**src/rtl/arbiter8_rr_pkg.sv**
```systemverilog
// Shared constants for the 8-way round-robin arbiter and its bench.
package arbiter8_rr_pkg;

  localparam int unsigned NumReq = 8;
  localparam int unsigned IdxW   = 3;
  localparam int unsigned HoldW  = 8;

  // Search after reset starts at index 0.
  localparam logic [IdxW-1:0] LastIdRst = 3'd7;

  typedef enum logic {
    StIdle = 1'b0,
    StBusy = 1'b1
  } state_e;

endpackage

```
**src/rtl/onehot8_to_bin3.sv**
```systemverilog
// Combinational one-hot to binary encoder; all-zero input encodes to 0.
module onehot8_to_bin3 (
  input  logic [7:0] oh_i,
  output logic [2:0] bin_o
);

  // OR together the indices of set bits; exact for one-hot or zero input.
  always_comb begin
    bin_o = 3'b000;
    for (int i = 0; i < 8; i++) begin
      if (oh_i[i]) begin
        bin_o = bin_o | 3'(i);
      end
    end
  end

endmodule

```
**src/rtl/arbiter8_rr.sv**
```systemverilog
// 8-requester round-robin arbiter with done/req-drop release and a hold limit.
module arbiter8_rr
  import arbiter8_rr_pkg::*;
#(
  parameter int unsigned MAX_HOLD = 16
) (
  input  logic                clk,
  input  logic                rst_n,
  input  logic [NumReq-1:0]   req,
  input  logic                done,
  output logic [NumReq-1:0]   gnt,
  output logic [IdxW-1:0]     gnt_id,
  output logic                gnt_valid,
  output logic                timeout
);

  state_e              state_q, state_d;
  logic [NumReq-1:0]   gnt_q, gnt_d;
  logic [IdxW-1:0]     gnt_id_q, gnt_id_d;
  logic                valid_q;
  logic                timeout_q, timeout_d;
  logic [HoldW-1:0]    hold_q, hold_d;
  logic [IdxW-1:0]     last_id_q, last_id_d;

  logic                pick_found;
  logic [IdxW-1:0]     pick_id;
  logic                own_req;
  logic                expire;
  logic                release_now;
  logic                new_grant;

  // Round-robin search starting just after the last winner.
  always_comb begin : rr_search
    logic [IdxW-1:0] cand;
    cand       = '0;
    pick_found = 1'b0;
    pick_id    = '0;
    for (int unsigned k = 1; k <= NumReq; k++) begin
      cand = IdxW'(32'(last_id_q) + k);
      if (!pick_found && req[cand]) begin
        pick_found = 1'b1;
        pick_id    = cand;
      end
    end
  end

  // Release terms for the current owner; the owner's own request only survives
  // into the search on done/expiry, which gives the same-owner wrap re-grant.
  always_comb begin
    own_req     = req[gnt_id_q];
    expire      = (hold_q == HoldW'(MAX_HOLD - 1));
    release_now = done | ~own_req | expire;
    new_grant   = pick_found & ((state_q == StIdle) | release_now);
  end

  // State register plus all registered outputs.
  always_ff @(posedge clk) begin
    if (!rst_n) begin
      state_q   <= StIdle;
      gnt_q     <= '0;
      gnt_id_q  <= '0;
      valid_q   <= 1'b0;
      timeout_q <= 1'b0;
      hold_q    <= '0;
      last_id_q <= LastIdRst;
    end else begin
      state_q   <= state_d;
      gnt_q     <= gnt_d;
      gnt_id_q  <= gnt_id_d;
      valid_q   <= |gnt_d;
      timeout_q <= timeout_d;
      hold_q    <= hold_d;
      last_id_q <= last_id_d;
    end
  end

  // Next-state decision.
  always_comb begin
    state_d = state_q;
    unique case (state_q)
      StIdle: if (pick_found) state_d = StBusy;
      StBusy: if (release_now && !pick_found) state_d = StIdle;
    endcase
  end

  // Next grant, hold count, last winner and timeout pulse.
  always_comb begin
    gnt_d     = gnt_q;
    hold_d    = hold_q;
    last_id_d = last_id_q;
    timeout_d = 1'b0;
    if (new_grant) begin
      gnt_d     = NumReq'(1) << pick_id;
      last_id_d = pick_id;
      hold_d    = '0;
    end else if (state_q == StBusy) begin
      if (release_now) begin
        gnt_d  = '0;
        hold_d = '0;
      end else if (hold_q != {HoldW{1'b1}}) begin
        hold_d = hold_q + HoldW'(1);
      end
    end
    // Done or req-drop coinciding with expiry is a normal release.
    if ((state_q == StBusy) && expire && !done && own_req) begin
      timeout_d = 1'b1;
    end
  end

  onehot8_to_bin3 u_enc (
    .oh_i  (gnt_d),
    .bin_o (gnt_id_d)
  );

  assign gnt       = gnt_q;
  assign gnt_id    = gnt_id_q;
  assign gnt_valid = valid_q;
  assign timeout   = timeout_q;

endmodule

```
**config.mk**
```make
export PLATFORM = sky130hd
export DESIGN_NAME = arbiter8_rr
export DESIGN_NICKNAME = d
export VERILOG_FILES = /design/src/rtl/arbiter8_rr_pkg.sv /design/src/rtl/onehot8_to_bin3.sv /design/src/rtl/arbiter8_rr.sv
export SDC_FILE = /design/constraint.sdc
export NUM_CORES = 1
export LEC_CHECK = 0
export ABC_CLOCK_PERIOD_IN_PS = 4700
export CORE_MARGIN = 4
export CORE_UTILIZATION = 45
export DETAILED_ROUTE_END_ITERATION = 10
export GPL_TIMING_DRIVEN = 0
export MAX_ROUTING_LAYER = met4
export PLACE_DENSITY_LB_ADDON = 0.12
export SETUP_SLACK_MARGIN = 0.1
export SLEW_MARGIN = 20
export SYNTH_ARGS = -nofsm -noshare
export SYNTH_HDL_FRONTEND = slang
export SYNTH_SLANG_ARGS = --single-unit
```
**constraint.sdc**
```tcl
create_clock -name clk -period 4.7 [get_ports clk]
set_input_delay 0.47 -clock clk [delete_from_list [all_inputs] [get_ports clk]]
set_output_delay 0.47 -clock clk [all_outputs]
set_load 0.02 [all_outputs]
```
-- Word level (Yosys, flattened, before mapping)
Index checks and enable logic that the tools add are counted.
- register bits after elaboration: 25
- bits of input ports: 11
- output and inout bits: 13
- logic and storage cells: 109
- $add $sub $neg: 9
- $lt $le $gt $ge: 9
- equality and inequality tests: 2
- shift operators: 1
- muxes and demuxes: 50
- bitwise operators: 7
- reductions and logical operators: 24
- operators with widths (cell ; count):
    $mux 8 ; 5
    $lt 3x4->1 const B ; 9
    $mux 3 ; 12
    $bmux 1 s3 ; 9
    $mux 1 ; 21
    $add 3x3->3 const B ; 4
    $logic_and 1x1->1 ; 11
    $logic_not 1->1 ; 9
    $add 8x1->8 const B ; 1
    $eq 8x4->1 const B ; 1
    $ne 8x8->1 const B ; 1
    $reduce_or 8->1 ; 1
    $shl 1x3->8 const A ; 1
    $add 3x1->3 const B ; 2
    $add 3x2->3 const B ; 2
    $mux 2 ; 2
    $not 1->1 ; 3
    $or 1x1->1 ; 3
    $pmux 1 s2 ; 1
    $reduce_and 2->1 ; 1
    $reduce_bool 2->1 ; 1
    $reduce_or 2->1 ; 1
    $and 1x1->1 ; 1

-- Logic depth before layout (Yosys ltp)
Gate-level depths: netlist of the first run.
- depth after elaboration: 34
- depth in mapped cells: 16
- mapped depth without buffers: 10

-- By module
Synthesis of the first run repeated with hierarchy kept, for this count alone.
- cell total of the unflattened synthesis: 247
- area, all modules: 2280.9 um2
- modules (own cells, without submodules) (module ; times used ; cells an instance ; area an instance (um2) ; seq. area each (um2)):
    arbiter8_rr ; 1 ; 244 ; 2258.4 ; 500.5
    onehot8_to_bin3 ; 1 ; 3 ; 22.5 ; 0.0

-- Least setup slack after synthesis of the first run
No wires, ideal clock.
- path type: reg2reg
- from: reg last_id_q[0]
- to: reg gnt_id_q[2] (netlist: gnt_id[2])
- library setup time: 0.070 ns
- arrival time: 3.356 ns
- data required time: 4.630 ns
- slack: 1.274 ns
- cell stages (with the launch flop): 16
- path buffers: 6
- clock period less this slack: 3.426 ns
- path through: dfxtp_1 buf_4 buf_2 buf_1 inv_1 ha_1 buf_2 buf_6 mux2i_1 mux2i_1 o221a_2 nor4_2 a31oi_1 buf_4 or3_1 a21oi_1
- longest elaborated chain between the ends: 31
- elaborated cells between the ends (all ways): 61
- classes of those cells: add/sub: 8; shift: 1; mux: 37; bitwise: 1; reduce/logical: 14
- RTL lines (item ; line ; source):
    start, declared ; arbiter8_rr.sv:23 ; logic [IdxW-1:0] last_id_q, last_id_d;
    start signal, assigned ; arbiter8_rr.sv:65 ; last_id_q <= LastIdRst;
    start signal, assigned ; arbiter8_rr.sv:73 ; last_id_q <= last_id_d;
    $add 3x1->3 ; arbiter8_rr.sv:39 ; cand = IdxW'(32'(last_id_q) + k);
    $bmux 1 s3 ; arbiter8_rr.sv:40 ; if (!pick_found && req[cand]) begin
    $mux 1 (implied by the code) ; arbiter8_rr.sv:40 ;
    $mux 1 ; arbiter8_rr.sv:40 ;
    $logic_not 1->1 ; arbiter8_rr.sv:40 ;
    $logic_and 1x1->1 ; arbiter8_rr.sv:40 ;
    $mux 1 ; arbiter8_rr.sv:40 ;
    $logic_not 1->1 ; arbiter8_rr.sv:40 ;
    [13 not listed] ; n/a ;
    $mux 1 ; arbiter8_rr.sv:40 ;
    $logic_not 1->1 ; arbiter8_rr.sv:40 ;
    $logic_and 1x1->1 ; arbiter8_rr.sv:40 ;
    $mux 3 or $mux 1 (tied branches) ; arbiter8_rr.sv:40 ;
    $shl 1x3->8 or $and 1x1->1 (tied branches) ; arbiter8_rr.sv:93, arbiter8_rr.sv:53 ;
    $mux 8 * ; arbiter8_rr.sv:92 ; if (new_grant) begin
    $mux 3 (3 in a row) ; onehot8_to_bin3.sv:11 ; if (oh_i[i]) begin
    $mux 3 * ; onehot8_to_bin3.sv:11 ;
    end signal, assigned ; arbiter8_rr.sv:69 ; gnt_id_q <= gnt_id_d;
    end, declared ; arbiter8_rr.sv:19 ; logic [IdxW-1:0] gnt_id_q, gnt_id_d;
Mark *: on every way between the ends. The rest lies on a longest branch, timed or not. The select of a mux whose other input is x is not followed.
A chain may end at the register's enable or synchronous reset.

-- Worst setup path in the final report of the first run
- from: reg last_id_q[0]
- to: reg gnt_q[7] (netlist: gnt[7])
- longest elaborated chain between the ends: 27
- elaborated cells between the ends (all ways): 57
- classes of those cells: add/sub: 8; shift: 1; mux: 33; bitwise: 1; reduce/logical: 14
- RTL lines (item ; line ; source):
    $add 3x1->3 ; arbiter8_rr.sv:39 ;
    $bmux 1 s3 ; arbiter8_rr.sv:40 ;
    $mux 1 (implied by the code) ; arbiter8_rr.sv:40 ;
    $mux 1 ; arbiter8_rr.sv:40 ;
    $logic_not 1->1 ; arbiter8_rr.sv:40 ;
    $logic_and 1x1->1 ; arbiter8_rr.sv:40 ;
    $mux 1 ; arbiter8_rr.sv:40 ;
    $logic_not 1->1 ; arbiter8_rr.sv:40 ;
    [11 not listed] ; n/a ;
    $logic_not 1->1 ; arbiter8_rr.sv:40 ;
    $logic_and 1x1->1 ; arbiter8_rr.sv:40 ;
    $mux 1 ; arbiter8_rr.sv:40 ;
    $logic_not 1->1 ; arbiter8_rr.sv:40 ;
    $logic_and 1x1->1 ; arbiter8_rr.sv:40 ;
    $mux 3 or $mux 1 (tied branches) ; arbiter8_rr.sv:40 ;
    $shl 1x3->8 or $and 1x1->1 (tied branches) ; arbiter8_rr.sv:93, arbiter8_rr.sv:53 ;
    $mux 8 * ; arbiter8_rr.sv:92 ;
    end signal, assigned ; arbiter8_rr.sv:68 ; gnt_q <= gnt_d;
    end, declared ; arbiter8_rr.sv:18 ; logic [NumReq-1:0] gnt_q, gnt_d;
Marked as above.

==> metrics, run 1 <==
nets=265; Slew Limit Fails=0; peak ir drop on the vdd network=0.382 mV; overall routed net length=about 5000 um; wire per inst=around 17 um; P&R area growth vs syn=16.5%; Slowest cell on crit path=a211oi_1; maxcap violations=0; Hold Startpoint=hold_q[1]; maximum clock path buffer count=2; Synth area leaders=dfxtp_1 (25%), mux4_2 (12%), mux2i_1 (5.5%); Post-Synth XOR/XNOR Area=0.0437; Rel. slew slack=0.680; core area=around 0.0043 mm^2; Post-Synthesis Cell Area=approximately 0.002 mm^2; layout cells sized above 1=0.140; Hold Buf Count CTS=0; Yosys reg bits=25; register area=between 500 and 600 um^2; Synth Area in Compound Gates=0.196; initial drt markers=98; Synth Area in Simple Gates=0.220; crit-path max FO=10; vias=1871; first-pass GRT wire length=8620 um; multi-input logic area=0.00141 mm^2; Overall Global Routing Usage=0.203; IO Count=24; outcome=completed; initial antenna violation count=0; sequential share of power=0.168; Post-Syn Instances=224; synth cell count leaders=dfxtp_1 (25), nor2_1 (21), nand2_1 (18), a21oi_1 (13); fill count=426; Die W=74.7 um; Die ar.=0.00559 mm^2; cells along the critical path=buf_4, buf_2, buf_1, inv_1, ha_1, buf_2, buf_6, inv_1, a211oi_1, a221o_1, and4_1, nand4b_1, a32oi_1, nor2b_2, a32o_1; ANT nets after route=0; sequential area share after synthesis=0.250; largest net degree at the start of global routing=14; count leader, synth=dfxtp_1; site row count=24; Setup Fix Bufs, Post-CTS=0; combinational power share=0.760; WP data required=4.91 ns; P_leak=approximately 0.87 nW; post-synthesis mux area share=0.223; fmax=238 MHz; n_diodes=0; Tcrit/Tclk final=0.894; grt ovf=0; Yosys top cell by area=dfxtp_1; Ys Warns=0; commonest register cell after synthesis=dfxtp_1; worst hold-check path type=reg2reg; WP data arrival=4.41 ns; Final Wtd Congestion=0.872; Synth cell types=51; CTS tree=yes; clock transition at the registers of the reported paths=around 0.08 ns; CTS Buf Count=3; number of global-route vias before repair=1697; Clk Latency, worst-skew pair=~0.26 ns; delay of the slowest critical-path stage=about 0.44 ns; Detailed Place HPWL=4000 um; fin crit period=4.20 ns; Setup Total Neg Slack=0 ns; DRC=0; WS Path Type=reg2reg; Initial Util=0.464; Die Ht=74.7 um; Clock Skew=approximately 0.0030 ns; pwr/cell area=about 740 mW/mm^2; Placed Area=0.00229 mm^2; CTS resizes=0; # setup viols final=0; Final Cell Area=0.00233 mm^2; post-DR vias/cell=6.20; Root Buffer=clkbuf_8; Worst-Margin Slew=between 0.4 and 0.5 ns; Critical Path End Type=flip-flop; Psw=0.838 mW; final hold vios=0; Worst setup startpoint=last_id_q[0]; Post-synth ARST share=0; largest family of logic cells by synthesized area=multiplexers; Startpoint Class=flip-flop; synthesized area per cell=8.95 um^2; sw frac=0.488; Critical R2R Launch=last_id_q[0]; clock share of power=0.072; H-tree lvl count=1; port bufs=22; clk sinks=25; share of the synthesized area in the top cell type=0.250; drt pass-1 iters=4; EDFF count, synth=0; Post-Synth Adder-Cell Area=0.0187; internal power=0.879 mW; Mapped Nets=238; RSZ-0062 raised after global routing=false
==> area by class of cell <==
cell class | instances | area share
buffer | 9 | 0.0268
timing repair buffer | 22 | 0.0943
inverter | 9 | 0.0145
clock buffer | 4 | 0.0193
tap | 52 | 0.0279
sequential | 25 | 0.214
multi-input combinational | 181 | 0.603
==> sequential cells by signal, summed over array words and instances, names as in the netlist <==
| signal | count |
|---|---|
| gnt | 8 |
| hold_q | 8 |
| gnt_id | 3 |
| last_id_q | 3 |
| gnt_valid | 1 |
| state_q | 1 |
| timeout | 1 |
==> path summary, 6_finish.rpt <==
path / to / cells after the start / slack [ns]
min: hold_q[1] / 2 / 0.53
max: gnt[7] / 15 / 0.50
min reg2reg: hold_q[1] / 2 / 0.53
max reg2reg: gnt[7] / 15 / 0.50
==> per-layer routing <==
metal,vias up,track usage,share of wire
met5,-,-,0
met4,0,0.0119,0.0043
met3,2,0.0401,0.052
met2,44,0.280,0.44
met1,908,0.317,0.50
li1,917,-,-
==> per-stage QoR <==
step | power [mW] | cells | hold slack, ns | utilization | worst slack [ns]
finish | 1.72 | 302 | 0.526 | 0.540 | 0.498
global route | 1.87 | 302 | 0.562 | 0.540 | 0.169
CTS | 1.71 | 302 | 0.530 | 0.540 | 0.549
detailed placement | 1.58 | 298 | 0.507 | 0.530 | 0.588
global placement | 1.58 | 298 | 0.503 | 0.530 | 0.556
floorplan | 1.29 | 224 | 0.480 | - | 1.27
==> power by group through the flow <==
stage	Combinational [mW]	Clock, mW	Sequential, mW
CTS	1.29	0.128	0.290
floorplan	0.969	0	0.318
detailed placement	1.28	0	0.295
finish	1.30	0.124	0.289
global route	1.43	0.139	0.296
global placement	1.29	0	0.295
==> critical path, delay by kind of cell, from the launching register on <==
kind / cells / cell delay [ns]
buffers and inverters: 7 / 1.49
AO/OA/AOI/OAI: 4 / 1.32
AND/OR/NAND/NOR: 3 / 0.68
flip-flops: 1 / 0.35
adder cells (fa/ha/maj): 1 / 0.31
==> cells in the final DEF, fill, tap and decap left out, types with 8 or more instances in the layout <==
cell / Yosys / final
dfxtp_1: 25 / 25
clkdlybuf4s50_1: 0 / 22
nor2_1: 21 / 21
nand2_1: 18 / 18
a21oi_1: 13 / 13
mux4_2: 11 / 11
mux2i_1: 11 / 11
nand3_1: 11 / 11
inv_1: 9 / 9
o211ai_1: 8 / 8
==> logic make-up after synthesis <==
kind of cell,count (synthesis)
XOR/XNOR,10
multiplexers,29
adder cells (fa/ha/maj),3
buffers and inverters,18
AO/OA/AOI/OAI,53
AND/OR/NAND/NOR,86
flip-flops,25
No activity file was read; power rests on OpenSTA's default activity.
==> run 2: changes to the inputs <==
--- a/config.mk
+++ b/config.mk
@@ -13,7 +13,7 @@
 export MAX_ROUTING_LAYER = met4
 export PLACE_DENSITY_LB_ADDON = 0.12
 export SETUP_SLACK_MARGIN = 0.1
-export SLEW_MARGIN = 20
 export SYNTH_ARGS = -nofsm -noshare
 export SYNTH_HDL_FRONTEND = slang
+export SYNTH_HIERARCHICAL = 1
 export SYNTH_SLANG_ARGS = --single-unit
==> metrics, run 2 <==
pwr/cell area=852 mW/mm^2 (was 735 mW/mm^2); Die Ht=79.1 um (was 74.7 um); R2R depth=15 (unchanged); number of global-route vias before repair=1954 (was 1697); grt ovf=0 (unchanged); Setup Fix Bufs, Post-CTS=0 (unchanged); initial drt markers=205 (was 98); P&R area growth vs syn=16.0% (was 16.5%); overall routed net length=5520 um (was 5130 um); layout cells sized above 1=0.179 (was 0.140); total power=2.24 mW (was 1.72 mW); Post-Syn Instances=246 (was 224); delay of the slowest critical-path stage=0.48 ns (was 0.44 ns); drt pass-1 iters=5 (was 4); n_diodes=0 (unchanged); fin util=0.547 (was 0.540); Rel. slew slack=0.576 (was 0.680); fmax=238 MHz (about the same); RSZ-0062 raised after global routing=false (unchanged); post-DR vias/cell=5.99 (was 6.20); Slowest cell on crit path=or4_1 (was a211oi_1); Overall Global Routing Usage=0.191 (was 0.203); Mapped Nets=260 (was 238); CP bufs+invs=4 (was 7); final hold vios=0 (unchanged); Final WS setup=0.492 ns (was 0.498 ns); pre-CTS WS=0.513 ns (was 0.588 ns); DRC=0 (unchanged); Worst-Margin Slew=0.630 ns (was 0.467 ns); maxcap violations=0 (unchanged); CTS tree=yes (unchanged); WP data arrival=4.37 ns (was 4.41 ns); Hold Buf Count CTS=0 (unchanged); fin crit period=4.21 ns (was 4.20 ns); Finished Layout Cells=340 (was 302); Critical Path End Type=flip-flop (unchanged); first-pass GRT wire length=9490 um (was 8620 um); Setup Total Neg Slack=0 ns (unchanged); Root Buffer=clkbuf_8 (unchanged); Clk Latency, worst-skew pair=0.26 ns (about the same); Die W=79.1 um (was 74.7 um); H-tree lvl count=1 (unchanged); commonest non-fill, non-tap cell in the layout=nand2_1 (was dfxtp_1); worst hold-check path type=reg2reg (unchanged); initial antenna violation count=0 (unchanged); P_leak=0.969 nW (was 0.873 nW); WP depth=15 (unchanged); Die ar.=0.00625 mm^2 (was 0.00559 mm^2); IO Count=24 (unchanged); Clock Skew=0.00262 ns (was 0.00299 ns); CTS Buf Count=3 (unchanged); CTS resizes=0 (unchanged); maximum clock path buffer count=2 (unchanged); Detailed Place HPWL=4240 um (was 4000 um); synthesized area per cell=9.24 um^2 (was 8.95 um^2); site row count=25 (was 24); crit-path max FO=10 (unchanged); crit-path leading delay family=compound AO/OA/AOI/OAI gates (was buffers and inverters); wire per inst=16.2 um (was 17.0 um); Hold Path Stages=2 (unchanged); largest net degree at the start of global routing=14 (unchanged); port bufs=23 (was 22); Slew Limit Fails=0 (unchanged); Initial Util=0.472 (was 0.464); Tcrit/Tclk final=0.895 (was 0.894); placed instance count=336 (was 298); WP data required=4.86 ns (was 4.91 ns); outcome=completed (unchanged); Startpoint Class=flip-flop (unchanged); Post-Synthesis Cell Area=0.00227 mm^2 (was 0.00200 mm^2); # setup viols final=0 (unchanged); nets=288 (was 265); Ys Warns=6 (was 0); peak ir drop on the vdd network=0.501 mV (was 0.382 mV); commonest non-fill, non-tap cells in the layout=nand2_1 (29), dfxtp_1 (25), clkdlybuf4s50_1 (23), nor2_1 (17), a21oi_1 (15) (was dfxtp_1 (25), clkdlybuf4s50_1 (22), nor2_1 (21), nand2_1 (18), a21oi_1 (13)); ANT nets after route=0 (unchanged); vias=2037 (was 1871); clock transition at the registers of the reported paths=0.08 ns (about the same); cells along the critical path=buf_2, inv_1, ha_1, buf_6, buf_4, mux2i_1, a21oi_1, o221ai_1, o21ai_0, a211o_1, a32oi_4, nor3_2, a22o_1, or4_1, and2_1 (was buf_4, buf_2, buf_1, inv_1, ha_1, buf_2, buf_6, inv_1, a211oi_1, a221o_1, and4_1, nand4b_1, a32oi_1, nor2b_2, a32o_1); WS Path Type=reg2reg (unchanged); core area=0.00482 mm^2 (was 0.00432 mm^2); clk sinks=25 (unchanged); Final Wtd Congestion=0.885 (was 0.872)
==> run 2: routing by layer <==
metal | GRT usage | part of all wire | vias to the layer above
li1 | - | - | 1009
met1 | 0.291 | 0.51 | 973
met2 | 0.279 | 0.44 | 53
met3 | 0.0272 | 0.045 | 2
met4 | 0.0155 | 0.0025 | 0
met5 | - | 0 | -
==> run 2: final timing paths <==
| kind | start | to | slack (ns) |
|---|---|---|---|
| hold / removal | gnt[3] | gnt[3] | 0.49 |
| setup / recovery | last_id_q[1] | gnt_id[0] | 0.49 |
| setup reg to reg | last_id_q[1] | gnt_id[0] | 0.49 |
| hold reg to reg | gnt[3] | gnt[3] | 0.49 |
==> run 2: report_power, final <==
part / leakage (nW) / switching (mW) / internal (mW)
logic: 0.742 / 1.01 / 0.821
clock network: 0.0228 / 0.0636 / 0.0605
registers: 0.204 / 0.0377 / 0.257
==> run 2: layout make-up <==
class	instances	area, um^2
inverter	4	15.0
clock buffer	4	45.0
tap	67	83.8
sequential	25	500
multi-input combinational	205	1690
buffer	12	68.8
fill	470	2180
timing repair buffer	23	230
==> run 2: stage by stage <==
stage          hold slack, ns  instance area, um^2
2_1_floorplan           0.475                 2270
3_3_place_gp            0.474                 2590
3_5_place_dp            0.476                 2590
4_1_cts                 0.490                 2630
5_1_grt                 0.533                 2640
6_report                0.486                 2640
==> run 2: worst reg2reg max path: stages (launching register included) <==
cell,delay (ns)
dfxtp_1,0.45
buf_2,0.28
inv_1,0.11
ha_1,0.30
buf_6,0.13
buf_4,0.21
mux2i_1,0.38
a21oi_1,0.17
o221ai_1,0.23
o21ai_0,0.13
a211o_1,0.35
a32oi_4,0.38
nor3_2,0.12
a22o_1,0.22
or4_1,0.48
and2_1,0.17
==> run 3: changes to the inputs <==
--- a/config.mk
+++ b/config.mk
@@ -12,7 +12,6 @@
 export GPL_TIMING_DRIVEN = 0
 export MAX_ROUTING_LAYER = met4
 export PLACE_DENSITY_LB_ADDON = 0.12
-export SETUP_SLACK_MARGIN = 0.1
 export SYNTH_ARGS = -nofsm -noshare
 export SYNTH_HDL_FRONTEND = slang
 export SYNTH_HIERARCHICAL = 1
==> metrics, run 3 (synthesized netlist as in run 2, its figures left out) <==
maxcap violations=0 (unchanged); Clk Latency, worst-skew pair=0.26 ns (about the same); drt pass-1 iters=6 (was 5); n_diodes=0 (unchanged); wire per inst=16.3 um (was 16.2 um); commonest non-fill, non-tap cells in the layout=nand2_1 (29), dfxtp_1 (25), clkdlybuf4s50_1 (23), nor2_1 (17), a21oi_1 (15) (unchanged); largest net degree at the start of global routing=14 (unchanged); Worst-Margin Slew=0.630 ns (about the same); internal power=1.13 mW (was 1.14 mW); number of global-route vias before repair=1954 (unchanged); WP data arrival=4.44 ns (was 4.37 ns); Setup Total Neg Slack=0 ns (unchanged); Tcrit/Tclk final=0.909 (was 0.895); Startpoint Class=flip-flop (unchanged); initial drt markers=184 (was 205); post-DR vias/cell=6.09 (was 5.99); H-tree lvl count=1 (unchanged); clock transition at the registers of the reported paths=0.08 ns (about the same); Initial Util=0.472 (unchanged); Detailed Place HPWL=4240 um (unchanged); DRC=0 (unchanged); register area=500 um^2 (unchanged); WP data required=4.86 ns (about the same); fmax=234 MHz (was 238 MHz); Rel. slew slack=0.576 (about the same); combinational power share=0.813 (was 0.814); P_leak=0.970 nW (was 0.969 nW); CTS Buf Count=3 (unchanged); clk sinks=25 (unchanged); clock share of power=0.055 (about the same); Psw=1.11 mW (about the same); Final Wtd Congestion=0.885 (unchanged); site row count=25 (unchanged); outcome=completed (unchanged); Setup Fix Bufs, Post-CTS=0 (unchanged); # setup viols final=0 (unchanged); Fin Hold WS=0.496 ns (was 0.486 ns); nets=288 (unchanged); peak ir drop on the vdd network=0.501 mV (about the same); initial antenna violation count=0 (unchanged); Die W=79.1 um (unchanged); final hold vios=0 (unchanged); Critical Path End Type=flip-flop (unchanged); maximum clock path buffer count=2 (unchanged); sw frac=0.494 (was 0.493); Hold Buf Count CTS=0 (unchanged); IO Count=24 (unchanged); CTS resizes=0 (unchanged); CTS tree=yes (unchanged); fill count=472 (was 470); vias=2071 (was 2037); port bufs=23 (unchanged); sequential share of power=0.131 (about the same); commonest non-fill, non-tap cell in the layout=nand2_1 (unchanged); multi-input logic area=0.00169 mm^2 (about the same); first-pass GRT wire length=9490 um (unchanged); overall routed net length=5530 um (was 5520 um); pwr/cell area=852 mW/mm^2 (about the same); WS Path Type=reg2reg (unchanged); Slew Limit Fails=0 (unchanged); worst hold-check path type=reg2reg (unchanged); layout cells sized above 1=0.176 (was 0.179); core area=0.00482 mm^2 (unchanged); fin crit period=4.27 ns (was 4.21 ns); P&R area growth vs syn=15.8% (was 16.0%); Die ar.=0.00625 mm^2 (unchanged); RSZ-0062 raised after global routing=false (unchanged); Root Buffer=clkbuf_8 (unchanged); Clock Skew=0.00261 ns (was 0.00262 ns); grt ovf=0 (unchanged); Overall Global Routing Usage=0.191 (unchanged); ANT nets after route=0 (unchanged); crit-path max FO=10 (unchanged); Die Ht=79.1 um (unchanged)
==> run 3: cell counts in the layout (fill, tap and decap cells not counted) <==
No cell type changed its count.
==> run 3: worst max-delay path, cell delays in order (launching register included) <==
cell	delay, ns
dfxtp_1	0.45
buf_2	0.28
inv_1	0.11
ha_1	0.30
buf_6	0.13
buf_4	0.20
mux2i_1	0.42
a21oi_1	0.18
o221ai_1	0.25
o21ai_0	0.13
a211o_1	0.35
a32oi_4	0.38
nor3_2	0.11
a22o_1	0.22
or4_1	0.48
and2_1	0.17
==> run 3: path summary, 6_finish.rpt <==
check / start / end / slack [ns] / cells after the start
setup / recovery: last_id_q[1] / gnt_id[0] / 0.43 / 15
setup reg to reg: last_id_q[1] / gnt_id[0] / 0.43 / 15
hold reg to reg: gnt[3] / gnt[3] / 0.50 / 2
hold / removal: gnt[3] / gnt[3] / 0.50 / 2
==> run 3: area by class of cell <==
class / count / share of cell area
timing repair buffer: 23 / 0.0875
buffer: 12 / 0.0262
tap: 67 / 0.0319
sequential: 25 / 0.190
multi-input combinational: 205 / 0.641
clock buffer: 4 / 0.0171
inverter: 4 / 0.00571
==> run 3: per-layer routing <==
metal  up-vias  GRT usage  wire length (um)
li1       1007          -                 -
met4         0     0.0155                38
met2        65      0.279              2430
met3         6     0.0272               296
met1       993      0.291              2760
met5         -          -                 0
==> run 3: power groups by stage <==
stage               Sequential, mW  Combinational [mW]  Clock [mW]
global placement             0.300                1.80           0
floorplan                    0.322                1.42           0
CTS                          0.295                1.80       0.131
detailed placement           0.299                1.79           0
finish                       0.294                1.82       0.124
global route                 0.300                1.99       0.137
==> run 3: stage by stage <==
stage | power (mW) | std cells | worst slack [ns] | cell area, um^2 | utilization
4_1_cts | 2.23 | 340 | 0.475 | 2630 | 0.546
3_5_place_dp | 2.08 | 336 | 0.513 | 2590 | 0.537
3_3_place_gp | 2.10 | 336 | 0.472 | 2590 | 0.537
2_1_floorplan | 1.74 | 246 | 0.928 | 2270 | -
5_1_grt | 2.43 | 340 | 0.0760 | 2630 | 0.546
6_report | 2.24 | 340 | 0.427 | 2630 | 0.546
